===== src/rtl/muldiv_ctrl.sv =====
// RV32M multiply/divide sequencer: single-cycle registered multiply,
// 32-step restoring divide with sign fix-up, and fast paths for x/0 and overflow.
module muldiv_ctrl #(
    parameter int WIDTH = 32
) (
    input  logic             clk,
    input  logic             rst,
    input  logic             start,
    input  logic [4:0]       alu_ctl,
    input  logic [WIDTH-1:0] op_a,
    input  logic [WIDTH-1:0] op_b,
    input  logic             flush,
    output logic             stall,
    output logic             busy,
    output logic             result_valid,
    output logic [WIDTH-1:0] result
);

    localparam logic [4:0] C_MUL    = 5'b00010;
    localparam logic [4:0] C_MULH   = 5'b00011;
    localparam logic [4:0] C_MULHSU = 5'b00100;
    localparam logic [4:0] C_MULHU  = 5'b00101;
    localparam logic [4:0] C_DIV    = 5'b00110;
    localparam logic [4:0] C_DIVU   = 5'b00111;
    localparam logic [4:0] C_REM    = 5'b01000;
    localparam logic [4:0] C_REMU   = 5'b01001;

    typedef enum logic [2:0] {S_IDLE, S_MUL, S_DIV, S_FIX, S_DONE} state_t;

    state_t                  state_q;
    logic signed [WIDTH-1:0] a_q, b_q;
    logic [4:0]              ctl_q;
    logic [WIDTH-1:0]        rem_q, quo_q, result_q;
    logic [5:0]              cnt_q;

    function automatic logic [WIDTH-1:0] neg_if(input logic [WIDTH-1:0] v, input logic c);
        return c ? -v : v;
    endfunction

    // Decode of the incoming request
    logic in_mul, in_div, in_rem, in_sgn, in_zero, in_ovf, accept;
    logic [WIDTH-1:0] fast_res;

    always_comb begin
        in_mul   = (alu_ctl == C_MUL) || (alu_ctl == C_MULH) ||
                   (alu_ctl == C_MULHSU) || (alu_ctl == C_MULHU);
        in_div   = (alu_ctl == C_DIV) || (alu_ctl == C_DIVU) ||
                   (alu_ctl == C_REM) || (alu_ctl == C_REMU);
        in_rem   = (alu_ctl == C_REM) || (alu_ctl == C_REMU);
        in_sgn   = (alu_ctl == C_DIV) || (alu_ctl == C_REM);
        in_zero  = (op_b == '0);
        in_ovf   = in_sgn && (op_a == {1'b1, {(WIDTH-1){1'b0}}}) && (op_b == '1);
        accept   = start && (in_mul || in_div) && (state_q == S_IDLE) && !flush && !rst;
        fast_res = '0;
        if (in_zero)
            fast_res = in_rem ? op_a : '1;
        else if (!in_rem)
            fast_res = {1'b1, {(WIDTH-1){1'b0}}};
    end

    // Multiply datapath on latched operands
    logic                      ext_sa, ext_sb;
    logic signed [WIDTH:0]     ext_a, ext_b;
    logic signed [2*WIDTH-1:0] prod;

    always_comb begin
        ext_sa = (ctl_q == C_MULH) || (ctl_q == C_MULHSU);
        ext_sb = (ctl_q == C_MULH);
        ext_a  = {ext_sa & a_q[WIDTH-1], a_q};
        ext_b  = {ext_sb & b_q[WIDTH-1], b_q};
        prod   = (2*WIDTH)'(ext_a) * (2*WIDTH)'(ext_b);
    end

    // Restoring divide step on magnitudes
    logic             div_sgn, neg_q, neg_r, ctl_rem;
    logic [WIDTH-1:0] dvs;
    logic [WIDTH:0]   shifted, trial;

    always_comb begin
        div_sgn = (ctl_q == C_DIV) || (ctl_q == C_REM);
        ctl_rem = (ctl_q == C_REM) || (ctl_q == C_REMU);
        neg_q   = div_sgn && (a_q[WIDTH-1] ^ b_q[WIDTH-1]);
        neg_r   = div_sgn && a_q[WIDTH-1];
        dvs     = neg_if(b_q, div_sgn && b_q[WIDTH-1]);
        shifted = {rem_q, quo_q[WIDTH-1]};
        trial   = shifted - {1'b0, dvs};
    end

    always_ff @(posedge clk) begin
        if (rst) begin
            state_q  <= S_IDLE;
            a_q      <= '0;
            b_q      <= '0;
            ctl_q    <= '0;
            rem_q    <= '0;
            quo_q    <= '0;
            cnt_q    <= '0;
            result_q <= '0;
        end else if (flush) begin
            state_q <= S_IDLE;
        end else begin
            case (state_q)
                S_IDLE: begin
                    if (accept) begin
                        a_q   <= op_a;
                        b_q   <= op_b;
                        ctl_q <= alu_ctl;
                        if (in_mul) begin
                            state_q <= S_MUL;
                        end else if (in_zero || in_ovf) begin
                            result_q <= fast_res;
                            state_q  <= S_DONE;
                        end else begin
                            rem_q   <= '0;
                            quo_q   <= neg_if(op_a, in_sgn && op_a[WIDTH-1]);
                            cnt_q   <= '0;
                            state_q <= S_DIV;
                        end
                    end
                end
                S_MUL: begin
                    result_q <= (ctl_q == C_MUL) ? prod[WIDTH-1:0] : prod[2*WIDTH-1:WIDTH];
                    state_q  <= S_DONE;
                end
                S_DIV: begin
                    if (!trial[WIDTH]) begin
                        rem_q <= trial[WIDTH-1:0];
                        quo_q <= {quo_q[WIDTH-2:0], 1'b1};
                    end else begin
                        rem_q <= shifted[WIDTH-1:0];
                        quo_q <= {quo_q[WIDTH-2:0], 1'b0};
                    end
                    cnt_q <= cnt_q + 6'd1;
                    if (cnt_q == 6'd31)
                        state_q <= S_FIX;
                end
                S_FIX: begin
                    result_q <= ctl_rem ? neg_if(rem_q, neg_r) : neg_if(quo_q, neg_q);
                    state_q  <= S_DONE;
                end
                S_DONE:  state_q <= S_IDLE;
                default: state_q <= S_IDLE;
            endcase
        end
    end

    // Stall drops in DONE so the pipeline advances on the result cycle
    always_comb begin
        stall        = !flush && (accept || (state_q == S_MUL) ||
                                  (state_q == S_DIV) || (state_q == S_FIX));
        busy         = (state_q != S_IDLE);
        result_valid = (state_q == S_DONE) && !flush;
        result       = result_q;
    end

endmodule


===== config.mk =====
export PLATFORM = sky130hd
export DESIGN_NAME = muldiv_ctrl
export DESIGN_NICKNAME = d
export VERILOG_FILES = /design/src/rtl/muldiv_ctrl.sv
export SDC_FILE = /design/constraint.sdc
export NUM_CORES = 2
export LEC_CHECK = 0
export BUFFER_PORTS_ARGS = -buffer_cell sky130_fd_sc_hd__buf_2
export CORE_MARGIN = 2
export CORE_UTILIZATION = 55
export DETAILED_ROUTE_END_ITERATION = 8
export GPL_TIMING_DRIVEN = 0
export PLACE_DENSITY = 0.75
export SLEW_MARGIN = 20
export SYNTH_ARGS = -nofsm -noshare
export SYNTH_HDL_FRONTEND = slang
export SYNTH_SLANG_ARGS = --single-unit

===== constraint.sdc =====
create_clock -name clk -period 13.6 [get_ports clk]
set_clock_uncertainty 0.15 [all_clocks]
set_input_delay 2.72 -clock clk [delete_from_list [all_inputs] [get_ports clk]]
set_output_delay 2.72 -clock clk [all_outputs]
set_load 0.01 [all_outputs]

### Yosys cells after proc, flatten, opt, wreduce, memory -nomap -nowiden

Cells that the tools add are included.

| storage, ports and cells | value |
|---|---|
| input bits | 73 |
| logic and storage cells | 118 |
| flip-flop bits (word level) | 174 |

| cells by class | value |
|---|---|
| $mul | 1 |
| multiplexer cells | 32 |
| eq/ne operators | 26 |
| reductions and logical operators | 41 |
| $add $sub $neg | 6 |
| bitwise operators | 4 |

Operators with widths:

| kind | count |
|---|---|
| 32-bit 2-to-1 mux | 19 |
| 32-bit negation | 4 |
| 32-bit case mux with 2 select lines | 2 |
| 32-bit case mux with 3 select lines | 1 |
| 32-bit equality test, second input constant | 2 |
| 33-bit by 33-bit multiplier with 64-bit output | 1 |
| 33-bit by 32-bit subtractor with 33-bit output | 1 |
| 32-bit zero test | 1 |
| 5-bit by 3-bit equality test with 1-bit output, second input constant | 6 |
| 5-bit by 2-bit equality test with 1-bit output, second input constant | 4 |
| 5-bit by 4-bit equality test with 1-bit output, second input constant | 4 |
| 6-bit 2-to-1 mux | 3 |
| 1-bit logical OR | 16 |
| 1-bit logical AND | 12 |
| 3-bit 2-to-1 mux | 4 |
| 6-bit case mux with 2 select lines | 1 |
| 5-bit AND reduction | 2 |
| 3-bit case mux with 3 select lines | 1 |
| 2-bit != test, second input constant | 4 |
| 6-bit by 1-bit adder with 6-bit output, second input constant | 1 |
| 3-bit by 2-bit equality test with 1-bit output, second input constant | 2 |
| 6-bit by 5-bit equality test with 1-bit output, second input constant | 1 |
| 3-bit nonzero test | 2 |
| 2-bit OR reduction | 2 |
| 12 further kinds | 14 |

### Logic depth before layout (Yosys ltp)

| depth | value |
|---|---|
| word-level depth | 13 |
| depth in mapped cells | 32 |

### Least setup slack after synthesis

Ideal clock, no wire load.

| timing path | value |
|---|---|
| path kind | reg-to-reg |
| start | reg ctl_q[0] |
| end | reg result_q[26] (netlist: result[26]) |
| data required time | 13.376 ns |
| clock period less this slack | 8.358 ns |
| slack | 5.242 ns |
| path buffers | 2 |
| arrival | 8.133 ns |
| stages on the path, launching flop included | 29 |
| path through | dfxtp_1 > and3b_1 > a21oi_1 > nor4_1 > clkbuf_1 > nand2_1 > fa_1 > fa_1 > inv_1 > fa_1 > inv_1 > fa_1 > inv_1 > fa_1 > fa_1 > fa_1 > inv_1 > fa_1 > inv_1 > ha_1 > clkbuf_1 > a21o_1 > a211o_1 > nor2b_1 > o2111ai_1 > a31oi_1 > xnor2_1 > nand2_1 > a31oi_1 |

| between the ends | value |
|---|---|
| cells in the longest elaborated chain, start to end | 6 |
| elaborated cells between the ends (all ways) | 19 |
| those cells by class | 1 x mul; 6 x eq/ne; 5 x mux; 2 x bitwise; 5 x reduce/logical |

RTL lines:

| item | RTL line | source |
|---|---|---|
| from (decl) | 32 | `logic [4:0] ctl_q;` |
| from (signal assigned) | 107 | `ctl_q <= alu_ctl;` |
| 5-bit by 2-bit equality test with 1-bit output (tied with other cells) | 67, 68 |  |
| 1-bit logical OR (on tied branches) | 67, 80 |  |
| 1-bit bitwise AND (tied with other cells) | 69 | `ext_a = {ext_sa & a_q[WIDTH-1], a_q};` |
| 33-bit by 33-bit multiplier with 64-bit output or 32-bit 2-to-1 mux (tied branches) | 71, 37 |  |
| 32-bit 2-to-1 mux (on tied branches) | 122, 138 |  |
| 32-bit case mux with 3 select lines (*) | 102 | `case (state_q)` |
| to (signal assigned) | 111 | `result_q <= fast_res;` |
| to (signal assigned) | 122 | `result_q <= (ctl_q == C_MUL) ? prod[WIDTH-1:0] : prod[2*WIDTH-1:WIDTH];` |
| to (signal assigned) | 138 | `result_q <= ctl_rem ? neg_if(rem_q, neg_r) : neg_if(quo_q, neg_q);` |
| to (decl) | 33 | `logic [WIDTH-1:0] rem_q, quo_q, result_q;` |

Mark *: on every way between the ends. The rest lies on a longest branch, timed or not.
A chain may end at the register's enable or synchronous reset.

### Worst setup path after layout

| timing path | value |
|---|---|
| start | reg a_q[31] |
| end | reg result_q[27] (netlist: result[27]) |

| between the ends | value |
|---|---|
| cells in the longest elaborated chain, start to end | 5 |
| elaborated cells between the ends (all ways) | 10 |
| those cells by class | 1 x mul; 5 x mux; 2 x bitwise; 2 x reduce/logical |

RTL lines:

| item | RTL line | source |
|---|---|---|
| from (decl) | 31 | `logic signed [WIDTH-1:0] a_q, b_q;` |
| from (signal assigned) | 105 | `a_q <= op_a;` |
| branches (longest 4 deep; another with 33-bit by 33-bit multiplier with 64-bit output) | -- |  |
| 32-bit case mux with 3 select lines (*) | 102 |  |

Mark *: on every way between the ends.

==> results.toml <==
[status]
status = "completed"

[worst_hold_path]
min_path_type = "reg -> reg"

[placement]
place_congestion = 1.04
place_ws_ns = 2.96
numPortBuffers = 104
dp_cells = 7223
dp_hpwl_um = 167000

[setup_path]
worst_setup_path_end_kind = "flop"
crit_required_ns = 13.77
cp_max_fo = 11
cp.arrival_ns = 11.13
startpoint_type = "flop"
reg2reg_slack_ns = 2.64
critical_path_class = "reg -> reg"

[synthesis]
synthesis.area_um2 = 50400
syn_area_per_cell_um2 = 8.48
synth_ff_type = "dfxtp_1"
yosysSeqAreaShare_pct = 6.92
synth_top_area_share_pct = 44.8
synthTopCellsByCount = "inv_1 (1209), fa_1 (1126), nand2_1 (1019), and2_1 (323), clkbuf_1 (271)"
synthCells = 5941
async_flop_share_pct = 0
synth_top_area_cell = "fa_1"
synthTopCellsByArea = "fa_1 (45%), inv_1 (9.0%), nand2_1 (7.6%)"
synth-edff-count = 0
yosysWarningCount = 0
synth_cell_types = 89
synth_seq_cells = 174
synth_nets = 7390
yosysMostFrequentCell = "inv_1"

[grt]
antenna_found_initial = 15
grt_pass1_vias = 43861
grt_max_degree = 25
grt_use_total_pct = 43.5
grt_pass1_wl_um = 294000
overflow = 0

[layout]
layout.cells.non_filler = 7274
drive_gt1_share_pct = 3.68
final_nets = 7515
fill_cells = 8304
seqCellArea_um2 = 3480
multiInputGateArea_um2 = 41000
area_growth_syn_to_layout_pct = 5.37

[timing]
final.min_clock_period_ns = 10.96
fin_ws_ns = 2.64
finalSetupViolCount = 0
slew_headroom_pct = 17.1
fin_crit_sh_pct = 80.6
final-max-slew-violation-count = 0
fmax_mhz = 91.2
hold_slack_ns = 0.348
rsz0062_at_grt = "no"
hold_viol_final = 0
tightest_slew_ns = 1.24
finalSetupTns_ns = 0

[clock_network]
ctsHoldBuffers = 0
postCtsSetupBuffers = 0
cts-root-buf = "clkbuf_16"
ctsLongestPathBuffers = 2
cts_resized = 0
cts_sinks = 174
clock_latency_ns = 0.46
path_clk_slew_ns = 0.09
cts_tree = "yes"
htreeDepth = 4
cts_made_buffers = 17

[pwr]
powerDensity_nw_per_um2 = 25.0
peakVddDrop_mv = 0.0722
power_w = 0.00132
p_leak_nw = 23.9

[floorplanning]
die_area_um2 = 94000
die_w_um = 307
num_rows = 110
start_util_pct = 55.7
die_y_um = 307
core_um2 = 90400
io_pins = 108

[drt]
wl_per_cell_um = 27.4
ant_nets = 0
drc_errors = 0
drt_iter0_markers = 5247
vias_per_cell = 6.01
routed_wirelength_um = 199000
vias = 43711
dr.pass1.iters = 6

[run]
cap_violations = 0
## logic make-up after synthesis
logic type / count (synthesis) / synth area share [%]
buffers and inverters: 1556 / 11.7
AND/OR/NAND/NOR: 1888 / 17.2
XOR/XNOR: 209 / 3.64
multiplexers: 33 / 0.656
flip-flops: 174 / 6.92
adder cells (fa/ha/maj): 1376 / 51.0
AO/OA/AOI/OAI: 705 / 8.92
## path summary, 6_finish.rpt
check,start,to,depth (start not counted)
setup / recovery,a_q[31]$_SDFFE_PP0P_,result[27]$_SDFFE_PP0P_,26
hold / removal,result[28]$_SDFFE_PP0P_,result[28]$_SDFFE_PP0P_,2
setup reg to reg,a_q[31]$_SDFFE_PP0P_,result[27]$_SDFFE_PP0P_,26
hold reg to reg,result[28]$_SDFFE_PP0P_,result[28]$_SDFFE_PP0P_,2
## per-layer routing
layer,track usage (%),part of all wire [%],vias to the layer above
met5,0,0.11,-
met4,24.3,6.9,18
li1,-,-,18280
met1,59.5,38,21889
met2,60.2,40,2968
met3,15.2,14,556
## stage by stage
| stage | cell area, µm² | utilization [%] |
|---|---|---|
| 2_1_floorplan | 50400 | - |
| 3_3_place_gp | 52300 | 57.9 |
| 3_5_place_dp | 52400 | 57.9 |
| 4_1_cts | 53000 | 58.6 |
| 5_1_grt | 53000 | 58.6 |
| 6_report | 53100 | 58.7 |
## power breakdown
group	internal, W	switching, W
clock network	0.000268	0.000262
logic	0.0000832	0.000187
registers	0.000513	0.00000986
total	0.000865	0.000459
## critical path, stage by stage (launching register included)
cell and delay [ns]:
dfxtp_1 0.60, inv_1 0.38, nor4_2 0.33, buf_4 0.23
clkbuf_1 0.78, nand2_1 0.43, fa_1 0.71, fa_1 0.78
fa_1 0.52, fa_1 0.78, inv_1 0.40, fa_1 0.56
fa_1 0.55, inv_1 0.06, fa_1 0.46, fa_1 0.56
inv_1 0.06, ha_1 0.27, clkbuf_1 0.31, inv_1 0.16
o21bai_1 0.16, a21oi_1 0.13, nand3_1 0.13, o21a_1 0.18
o221ai_1 0.13, a2111oi_0 0.81, a311oi_1 0.21
## flip-flops by register name, summed over array words and instances (netlist names)
register and count:
a_q 32, b_q 32, quo_q 32, rem_q 32
result 32, cnt_q 6, ctl_q 5, state_q 3
## layout by cell type (no fill, tap or decap), types with 29 or more instances in the layout
cell         n
clkbuf_1   261
dfxtp_1    174
inv_1     1209
a221oi_1    38
nor2_1     257
a21oi_1    228
fa_1      1125
nand2_1   1019
ha_1       250
nand3_1     45
and2_1     323
xnor2_1    142
buf_1       47
nor3_1      51
o21ai_0    170
xor2_1      67
nand4_1     29
mux2i_1     33
buf_2      127
a21o_1      40
## layout make-up
type	count	share of cell area [%]
multi-input combinational	4211	77.3
inverter	1209	8.55
sequential	174	6.57
tap	1176	2.77
buffer	347	2.58
timing repair buffer	106	1.03
clock buffer	18	0.828
clock inverter	14	0.328
antenna	19	0.0896
Note: power is estimated with default switching activity, not from simulation.
